===== src/rtl/car_pkg.sv =====
// Shared types and constants for the board reset sequencer.
package car_pkg;

  typedef enum logic [2:0] {
    S_HOLD,
    S_REL,
    S_ACK,
    S_RUN,
    S_FAULT
  } state_t;

  localparam logic [1:0] FLT_NONE     = 2'd0;
  localparam logic [1:0] FLT_ACK_TMO  = 2'd1;
  localparam logic [1:0] FLT_WDOG     = 2'd2;
  localparam logic [1:0] FLT_ACK_LOST = 2'd3;

  localparam int CNT_W     = 16;
  localparam int MAX_STAGE = 8;

  // Index of the lowest cleared bit; 0 when none is cleared.
  function automatic logic [2:0] lowest_zero(input logic [MAX_STAGE-1:0] v);
    logic [2:0] r;
    r = '0;
    for (int i = MAX_STAGE - 1; i >= 0; i--) begin
      if (!v[i]) r = 3'(i);
    end
    return r;
  endfunction

endpackage


===== src/rtl/car_reset_seq_if.sv =====
// Subsystem-side signals of the reset sequencer: acks/kick in, resets/status out.
interface car_reset_seq_if #(
  parameter int NSTAGE = 3
) ();

  logic [NSTAGE-1:0] stage_ack;
  logic              wdog_kick;
  logic [NSTAGE-1:0] stage_reset;
  logic              all_ready;
  logic              reset_req;
  logic [1:0]        fault_code;
  logic [2:0]        fault_stage;

  modport master (
    input  stage_ack, wdog_kick,
    output stage_reset, all_ready, reset_req, fault_code, fault_stage
  );

  modport slave (
    output stage_ack, wdog_kick,
    input  stage_reset, all_ready, reset_req, fault_code, fault_stage
  );

endinterface


===== src/rtl/car_sat_counter.sv =====
// 16-bit saturating up-counter with synchronous clear and terminal-count compare.
module car_sat_counter
  import car_pkg::*;
(
  input  logic             clk,
  input  logic             reset,
  input  logic             clr,
  input  logic             en,
  input  logic [CNT_W-1:0] tc_val,
  output logic             tc
);

  logic [CNT_W-1:0] count_reg;

  always_ff @(posedge clk or posedge reset) begin
    if (reset) begin
      count_reg <= '0;
    end else if (clr) begin
      count_reg <= '0;
    end else if (en && (count_reg != {CNT_W{1'b1}})) begin
      count_reg <= count_reg + CNT_W'(1);
    end
  end

  assign tc = (count_reg == tc_val);

endmodule


===== src/rtl/car_reset_seq.sv =====
// Releases subsystem resets in order, each gated by its ack; watchdogs the running system
// and raises reset_req on any fault until the generator resets us.
module car_reset_seq
  import car_pkg::*;
#(
  parameter int NSTAGE      = 3,
  parameter int HOLD_CYCLES = 255,
  parameter int ACK_TIMEOUT = 65535,
  parameter int WDOG_CYCLES = 0
) (
  input logic             clk,
  input logic             reset,
  car_reset_seq_if.master bus
);

  localparam logic [2:0]       LAST_IDX = 3'(NSTAGE - 1);
  localparam logic [CNT_W-1:0] HOLD_TC  = CNT_W'(HOLD_CYCLES - 1);
  localparam logic [CNT_W-1:0] ACK_TC   = CNT_W'(ACK_TIMEOUT - 1);
  localparam logic [CNT_W-1:0] WDOG_TC  = CNT_W'(WDOG_CYCLES - 1);
  localparam bit               WDOG_EN  = (WDOG_CYCLES != 0);

  state_t            state_reg, state_next;
  logic [2:0]        idx_reg, idx_next;
  logic [NSTAGE-1:0] stage_reset_reg, stage_reset_next;
  logic              all_ready_reg, all_ready_next;
  logic              reset_req_reg, reset_req_next;
  logic [1:0]        fault_code_reg, fault_code_next;
  logic [2:0]        fault_stage_reg, fault_stage_next;

  logic [MAX_STAGE-1:0] ack_pad;
  logic                 ack_sel, ack_lost, wdog_exp;
  logic                 seq_tc, seq_en, seq_clr;
  logic                 wdog_tc, wdog_en, wdog_clr;
  logic [CNT_W-1:0]     seq_tc_val;

  // Unused stage slots read as permanently acked so they never fault.
  generate
    for (genvar gi = 0; gi < MAX_STAGE; gi++) begin : g_ack_pad
      if (gi < NSTAGE) begin : g_real
        assign ack_pad[gi] = bus.stage_ack[gi];
      end else begin : g_tie
        assign ack_pad[gi] = 1'b1;
      end
    end
  endgenerate

  assign ack_sel  = ack_pad[idx_reg];
  assign ack_lost = ~&ack_pad;
  assign wdog_exp = WDOG_EN && wdog_tc && !bus.wdog_kick;

  // One timer serves both the hold period and the per-stage ack timeout.
  assign seq_en     = (state_reg == S_HOLD) || (state_reg == S_ACK);
  assign seq_clr    = (state_next != state_reg);
  assign seq_tc_val = (state_reg == S_HOLD) ? HOLD_TC : ACK_TC;

  car_sat_counter u_seq_cnt (
    .clk    (clk),
    .reset  (reset),
    .clr    (seq_clr),
    .en     (seq_en),
    .tc_val (seq_tc_val),
    .tc     (seq_tc)
  );

  assign wdog_en  = (state_reg == S_RUN);
  assign wdog_clr = (state_reg != S_RUN) || bus.wdog_kick;

  car_sat_counter u_wdog_cnt (
    .clk    (clk),
    .reset  (reset),
    .clr    (wdog_clr),
    .en     (wdog_en),
    .tc_val (WDOG_TC),
    .tc     (wdog_tc)
  );

  always_ff @(posedge clk or posedge reset) begin
    if (reset) begin
      state_reg       <= S_HOLD;
      idx_reg         <= '0;
      stage_reset_reg <= '1;
      all_ready_reg   <= 1'b0;
      reset_req_reg   <= 1'b0;
      fault_code_reg  <= FLT_NONE;
      fault_stage_reg <= '0;
    end else begin
      state_reg       <= state_next;
      idx_reg         <= idx_next;
      stage_reset_reg <= stage_reset_next;
      all_ready_reg   <= all_ready_next;
      reset_req_reg   <= reset_req_next;
      fault_code_reg  <= fault_code_next;
      fault_stage_reg <= fault_stage_next;
    end
  end

  always_comb begin
    state_next = state_reg;
    idx_next   = idx_reg;
    case (state_reg)
      S_HOLD:  if (seq_tc) state_next = S_REL;
      S_REL:   state_next = S_ACK;
      S_ACK: begin
        if (ack_sel) begin
          if (idx_reg == LAST_IDX) begin
            state_next = S_RUN;
          end else begin
            idx_next   = idx_reg + 3'd1;
            state_next = S_REL;
          end
        end else if (seq_tc) begin
          state_next = S_FAULT;
        end
      end
      S_RUN:   if (ack_lost || wdog_exp) state_next = S_FAULT;
      S_FAULT: state_next = S_FAULT;
      default: state_next = S_HOLD;
    endcase
  end

  // Outputs are registered alongside the state, so they follow the transition on the same edge.
  always_comb begin
    stage_reset_next = stage_reset_reg;
    all_ready_next   = (state_next == S_RUN);
    reset_req_next   = (state_next == S_FAULT);
    fault_code_next  = fault_code_reg;
    fault_stage_next = fault_stage_reg;
    if (state_reg == S_REL) begin
      for (int i = 0; i < NSTAGE; i++) begin
        if (idx_reg == 3'(i)) stage_reset_next[i] = 1'b0;
      end
    end
    if (state_next == S_FAULT) begin
      stage_reset_next = '1;
      if (state_reg == S_ACK) begin
        fault_code_next  = FLT_ACK_TMO;
        fault_stage_next = idx_reg;
      end else if (state_reg == S_RUN) begin
        if (ack_lost) begin
          fault_code_next  = FLT_ACK_LOST;
          fault_stage_next = lowest_zero(ack_pad);
        end else begin
          fault_code_next  = FLT_WDOG;
          fault_stage_next = '0;
        end
      end
    end
  end

  assign bus.stage_reset = stage_reset_reg;
  assign bus.all_ready   = all_ready_reg;
  assign bus.reset_req   = reset_req_reg;
  assign bus.fault_code  = fault_code_reg;
  assign bus.fault_stage = fault_stage_reg;

endmodule


===== src/flat_wrapper.sv =====
// flat-port wrapper written by rule: the top's interface ports become plain ports
module car_reset_seq_flat import car_pkg::*;
#(
  parameter int NSTAGE      = 3,
  parameter int HOLD_CYCLES = 255,
  parameter int ACK_TIMEOUT = 65535,
  parameter int WDOG_CYCLES = 0
)
  (clk, reset, bus_stage_ack, bus_wdog_kick, bus_stage_reset, bus_all_ready, bus_reset_req, bus_fault_code, bus_fault_stage);
  car_reset_seq_if #(.NSTAGE(NSTAGE)) bus_i ();
  input logic clk;
  input logic reset;
  input wire logic [$bits(bus_i.stage_ack)-1:0] bus_stage_ack;
  input wire logic [$bits(bus_i.wdog_kick)-1:0] bus_wdog_kick;
  output wire logic [$bits(bus_i.stage_reset)-1:0] bus_stage_reset;
  output wire logic [$bits(bus_i.all_ready)-1:0] bus_all_ready;
  output wire logic [$bits(bus_i.reset_req)-1:0] bus_reset_req;
  output wire logic [$bits(bus_i.fault_code)-1:0] bus_fault_code;
  output wire logic [$bits(bus_i.fault_stage)-1:0] bus_fault_stage;
  assign bus_i.stage_ack = bus_stage_ack;
  assign bus_i.wdog_kick = bus_wdog_kick;
  assign bus_stage_reset = bus_i.stage_reset;
  assign bus_all_ready = bus_i.all_ready;
  assign bus_reset_req = bus_i.reset_req;
  assign bus_fault_code = bus_i.fault_code;
  assign bus_fault_stage = bus_i.fault_stage;
  car_reset_seq #(.NSTAGE(NSTAGE), .HOLD_CYCLES(HOLD_CYCLES), .ACK_TIMEOUT(ACK_TIMEOUT), .WDOG_CYCLES(WDOG_CYCLES)) u_core (.clk(clk), .reset(reset), .bus(bus_i));
endmodule

===== config.mk =====
export PLATFORM = sky130hd
export DESIGN_NAME = car_reset_seq_flat
export DESIGN_NICKNAME = d
export VERILOG_FILES = /design/src/rtl/car_pkg.sv /design/src/rtl/car_reset_seq_if.sv /design/src/rtl/car_sat_counter.sv /design/src/rtl/car_reset_seq.sv /design/src/flat_wrapper.sv
export SDC_FILE = /design/constraint.sdc
export NUM_CORES = 1
export LEC_CHECK = 0
export BUFFER_PORTS_ARGS = -buffer_cell sky130_fd_sc_hd__buf_4
export CAP_MARGIN = 20
export CORE_ASPECT_RATIO = 1.4
export CORE_MARGIN = 10
export CORE_UTILIZATION = 60
export CTS_BUF_LIST = sky130_fd_sc_hd__clkbuf_4
export CTS_CLUSTER_SIZE = 12
export DETAILED_ROUTE_END_ITERATION = 8
export HOLD_SLACK_MARGIN = 0.02
export MAX_ROUTING_LAYER = met4
export PLACE_DENSITY = 0.8
export SYNTH_ARGS = -nofsm -noshare
export SYNTH_HDL_FRONTEND = slang
export SYNTH_HIERARCHICAL = 1
export SYNTH_SLANG_ARGS = --single-unit

===== constraint.sdc =====
create_clock -name clk -period 4.1 [get_ports clk]
set_clock_uncertainty 0.15 [all_clocks]
set_input_delay 0.41 -clock clk [delete_from_list [all_inputs] [get_ports clk]]
set_output_delay 0.41 -clock clk [all_outputs]
set_load 0.005 [all_outputs]

==> impl_metrics.yaml <==
cells_and_area:
  antenna_cells: 0
  nets: 240
  largest_reg_flops: 16
  drive_gt1_frac: 0.213
  fillers: 237
  syn_to_final_growth_pct: 10.3
route:
  detailroute.via_count: 1661
  drcViolationCount: 0
  met1_length_um: 1630
  dr.pass1.iters: 4
  ant_nets: 0
  wl_met3_um: 222
  vias_per_cell: 6.17
  top_layer_used: "met4"
  wl_met2_um: 2310
  drt_iter0_markers: 125
  drt-total-wl_um: 4350
  wl_per_cell_um: 16.2
hold_path:
  hold_path_end: "u_core/bus.fault_code[0]"
  hold_start: "u_core/bus.fault_code[0]"
  hp-class: "flip-flop to flip-flop"
  hold_path_depth: 1
sta:
  maxSlewViolCount: 0
  min_period_ns: 3.56
  setup_slack_ns: 0.543
  worst_pin_slew_ns: 0.868
  setup_tns_ns: 0
  setup_violations: 0
  rsz0062_at_grt: "false"
  post-route-period-util: 0.868
  fmax_mhz: 281
  max_slew_margin: 0.419
  hold_viol: 0
place:
  dp_hpwl_um: 3230
  port_buffers: 14
  pre_cts_slack_ns: 0.638
  gp_congestion: 0.842
cts:
  postCtsSetupBuffers: 0
  insertion_delay_ns: 0.33
  cts_buffer_depth: 2
  clk_pin_slew_worst_paths_ns: 0.11
  cts-resized-gates: 0
  clock_sinks: 32
  cts_tree: "yes"
  clock-root-buffer: "clkbuf_4"
  htree_levels: 2
  cts_buffers: 5
grt:
  grt_max_degree: 17
  grt_pass1_wl_um: 7610
  antenna_found_initial: 0
  track_usage: 0.166
  grt_overflow_total: 0
  grt_pass1_vias: 1642
synth:
  synthCells: 207
  synth_area_leaders: "dfrtp_1 37%, xnor2_1 7.5%, dfstp_2 4.0%"
  synthMostInstantiatedCell: "dfrtp_1"
  avgSynthCellArea_um2: 9.60
  yosysUniqueCellTypes: 49
  ys_seq_elements: 32
  post-synth-top-area-cell: "dfrtp_1"
  yosys_warnings: 6
  async_reset_ff_frac: 1.00
  seq_area_frac_synth: 0.405
  synthTopCellsByCount: "29 x dfrtp_1, 17 x nand2_1, 17 x xnor2_1, 14 x a21oi_1, 12 x nor2_1"
  synthFlopType: "dfrtp_1"
  synth_enable_flop_cells: 0
  netlist.area_leader.share: 0.365
  synth_area_um2: 1990
critical_path:
  rr_startpoint: "u_core/state_reg[2]"
  crit_chain: "or3_1 > xnor2_1 > nand4_1 > nor4_1 > inv_1 > o21ai_0 > nand2_1 > nor2_1 > nor2b_1 > mux2_2"
  setup.worst_path.end_class: "flip-flop"
  max_stage_delay_ns: 0.60
  rrSetupSlack_ns: 0.54
  path_max_fanout: 10
  critical_path.slowest_cell: "or3_1"
  cp_data_required_time_ns: 4.18
  cp.arrival_ns: 3.64
  worstSetupStartpointType: "flip-flop"
  reg2reg_to: "u_core/u_seq_cnt/count_reg[13]"
  worstSetupPathType: "flip-flop to flip-flop"
  path_buf_inv: 1
  rr_worst_depth: 10
  critPathTopFamily: "simple AND/OR/NAND/NOR gates"
die:
  rows: 24
  die_x_um: 68.6
  ioPinCount: 16
  dieHeight_um: 88.1
  start_util: 0.630
  core_um2: 3150
  die_area_um2: 6050
power:
  power_leakage_nw: 1.00
  powerDensity_nw_per_um2: 625
  vdd_drop_max_mv: 0.429
outcome:
  status: "complete, no violations"
flow_run:
  cap_violations: 0
[placed cells by master, fill, tap and decap left out, types with 8 or more instances in the layout]
| cell type | instances |
|---|---|
| xnor2_1 | 17 |
| a21oi_1 | 14 |
| o21ai_0 | 10 |
| conb_1 | 8 |
| nor2_1 | 12 |
| nand3_1 | 8 |
| buf_4 | 15 |
| inv_1 | 9 |
| dfrtp_1 | 29 |
| nand2_1 | 17 |
[where the power goes]
group          switching [mW]  total [mW]  internal, mW
logic                   0.344       0.645         0.301
registers               0.121       0.535         0.414
clock network           0.109       0.189        0.0800
total                   0.574        1.37         0.795
[worst max-delay path by stage]
stage | start | to | slack, ns | cells after the start
finish | u_core/state_reg[2] | u_core/u_seq_cnt/count_reg[13] | 0.54 | 10
global route | u_core/state_reg[2] | u_core/u_seq_cnt/count_reg[15] | 0.25 | 10
CTS | u_core/state_reg[2] | u_core/u_seq_cnt/count_reg[15] | 0.61 | 10
detailed placement | u_core/state_reg[2] | u_core/u_seq_cnt/count_reg[13] | 0.64 | 10
global placement | u_core/state_reg[2] | u_core/u_seq_cnt/count_reg[15] | 0.72 | 10
floorplan | u_core/state_reg[2] | u_core/u_seq_cnt/count_reg[0] | 1.09 | 12
[layout make-up]
class	instances	area [um2]	share of cell area
Inverter	9	33.8	0.0154
Clock buffer	7	52.6	0.0240
Tap cell	39	48.8	0.0223
Sequential cell	32	805	0.367
Multi-Input combinational cell	165	1120	0.513
Timing Repair Buffer	16	123	0.0560
Clock inverter	1	5.00	0.00228
[per-stage QoR]
step | instances | cell area, um2 | hold slack (ns) | utilization | power [mW]
5_1_grt | 269 | 2190 | 0.364 | 0.695 | 1.48
6_report | 269 | 2190 | 0.330 | 0.695 | 1.37
3_3_place_gp | 260 | 2120 | 0.302 | 0.673 | 1.14
3_5_place_dp | 260 | 2120 | 0.309 | 0.673 | 1.18
4_1_cts | 269 | 2190 | 0.332 | 0.695 | 1.38
2_1_floorplan | 213 | 2010 | 0.172 | - | 1.02
[layer usage]
layer / global-route usage / vias up
li1: - / 775
met1: 0.174 / 779
met2: 0.273 / 83
met3: 0.0345 / 24
met4: 0.103 / 0
met5: - / -
[timing repair]
item	4_1_cts	5_1_grt
endpoints found under the hold margin	20	0
hold buffers	1	0
endpoints found under the setup margin	0	0
[logic make-up after synthesis]
kind of cell	count (synthesis)	share of synthesized area
adder cells (fa/ha/maj)	5	0.0315
flip-flops	32	0.405
other	2	0.00378
multiplexers	9	0.0554
AO/OA/AOI/OAI	40	0.140
buffers and inverters	16	0.0409
XOR/XNOR	18	0.0793
AND/OR/NAND/NOR	85	0.244
No activity file was read; power rests on OpenSTA's default activity.
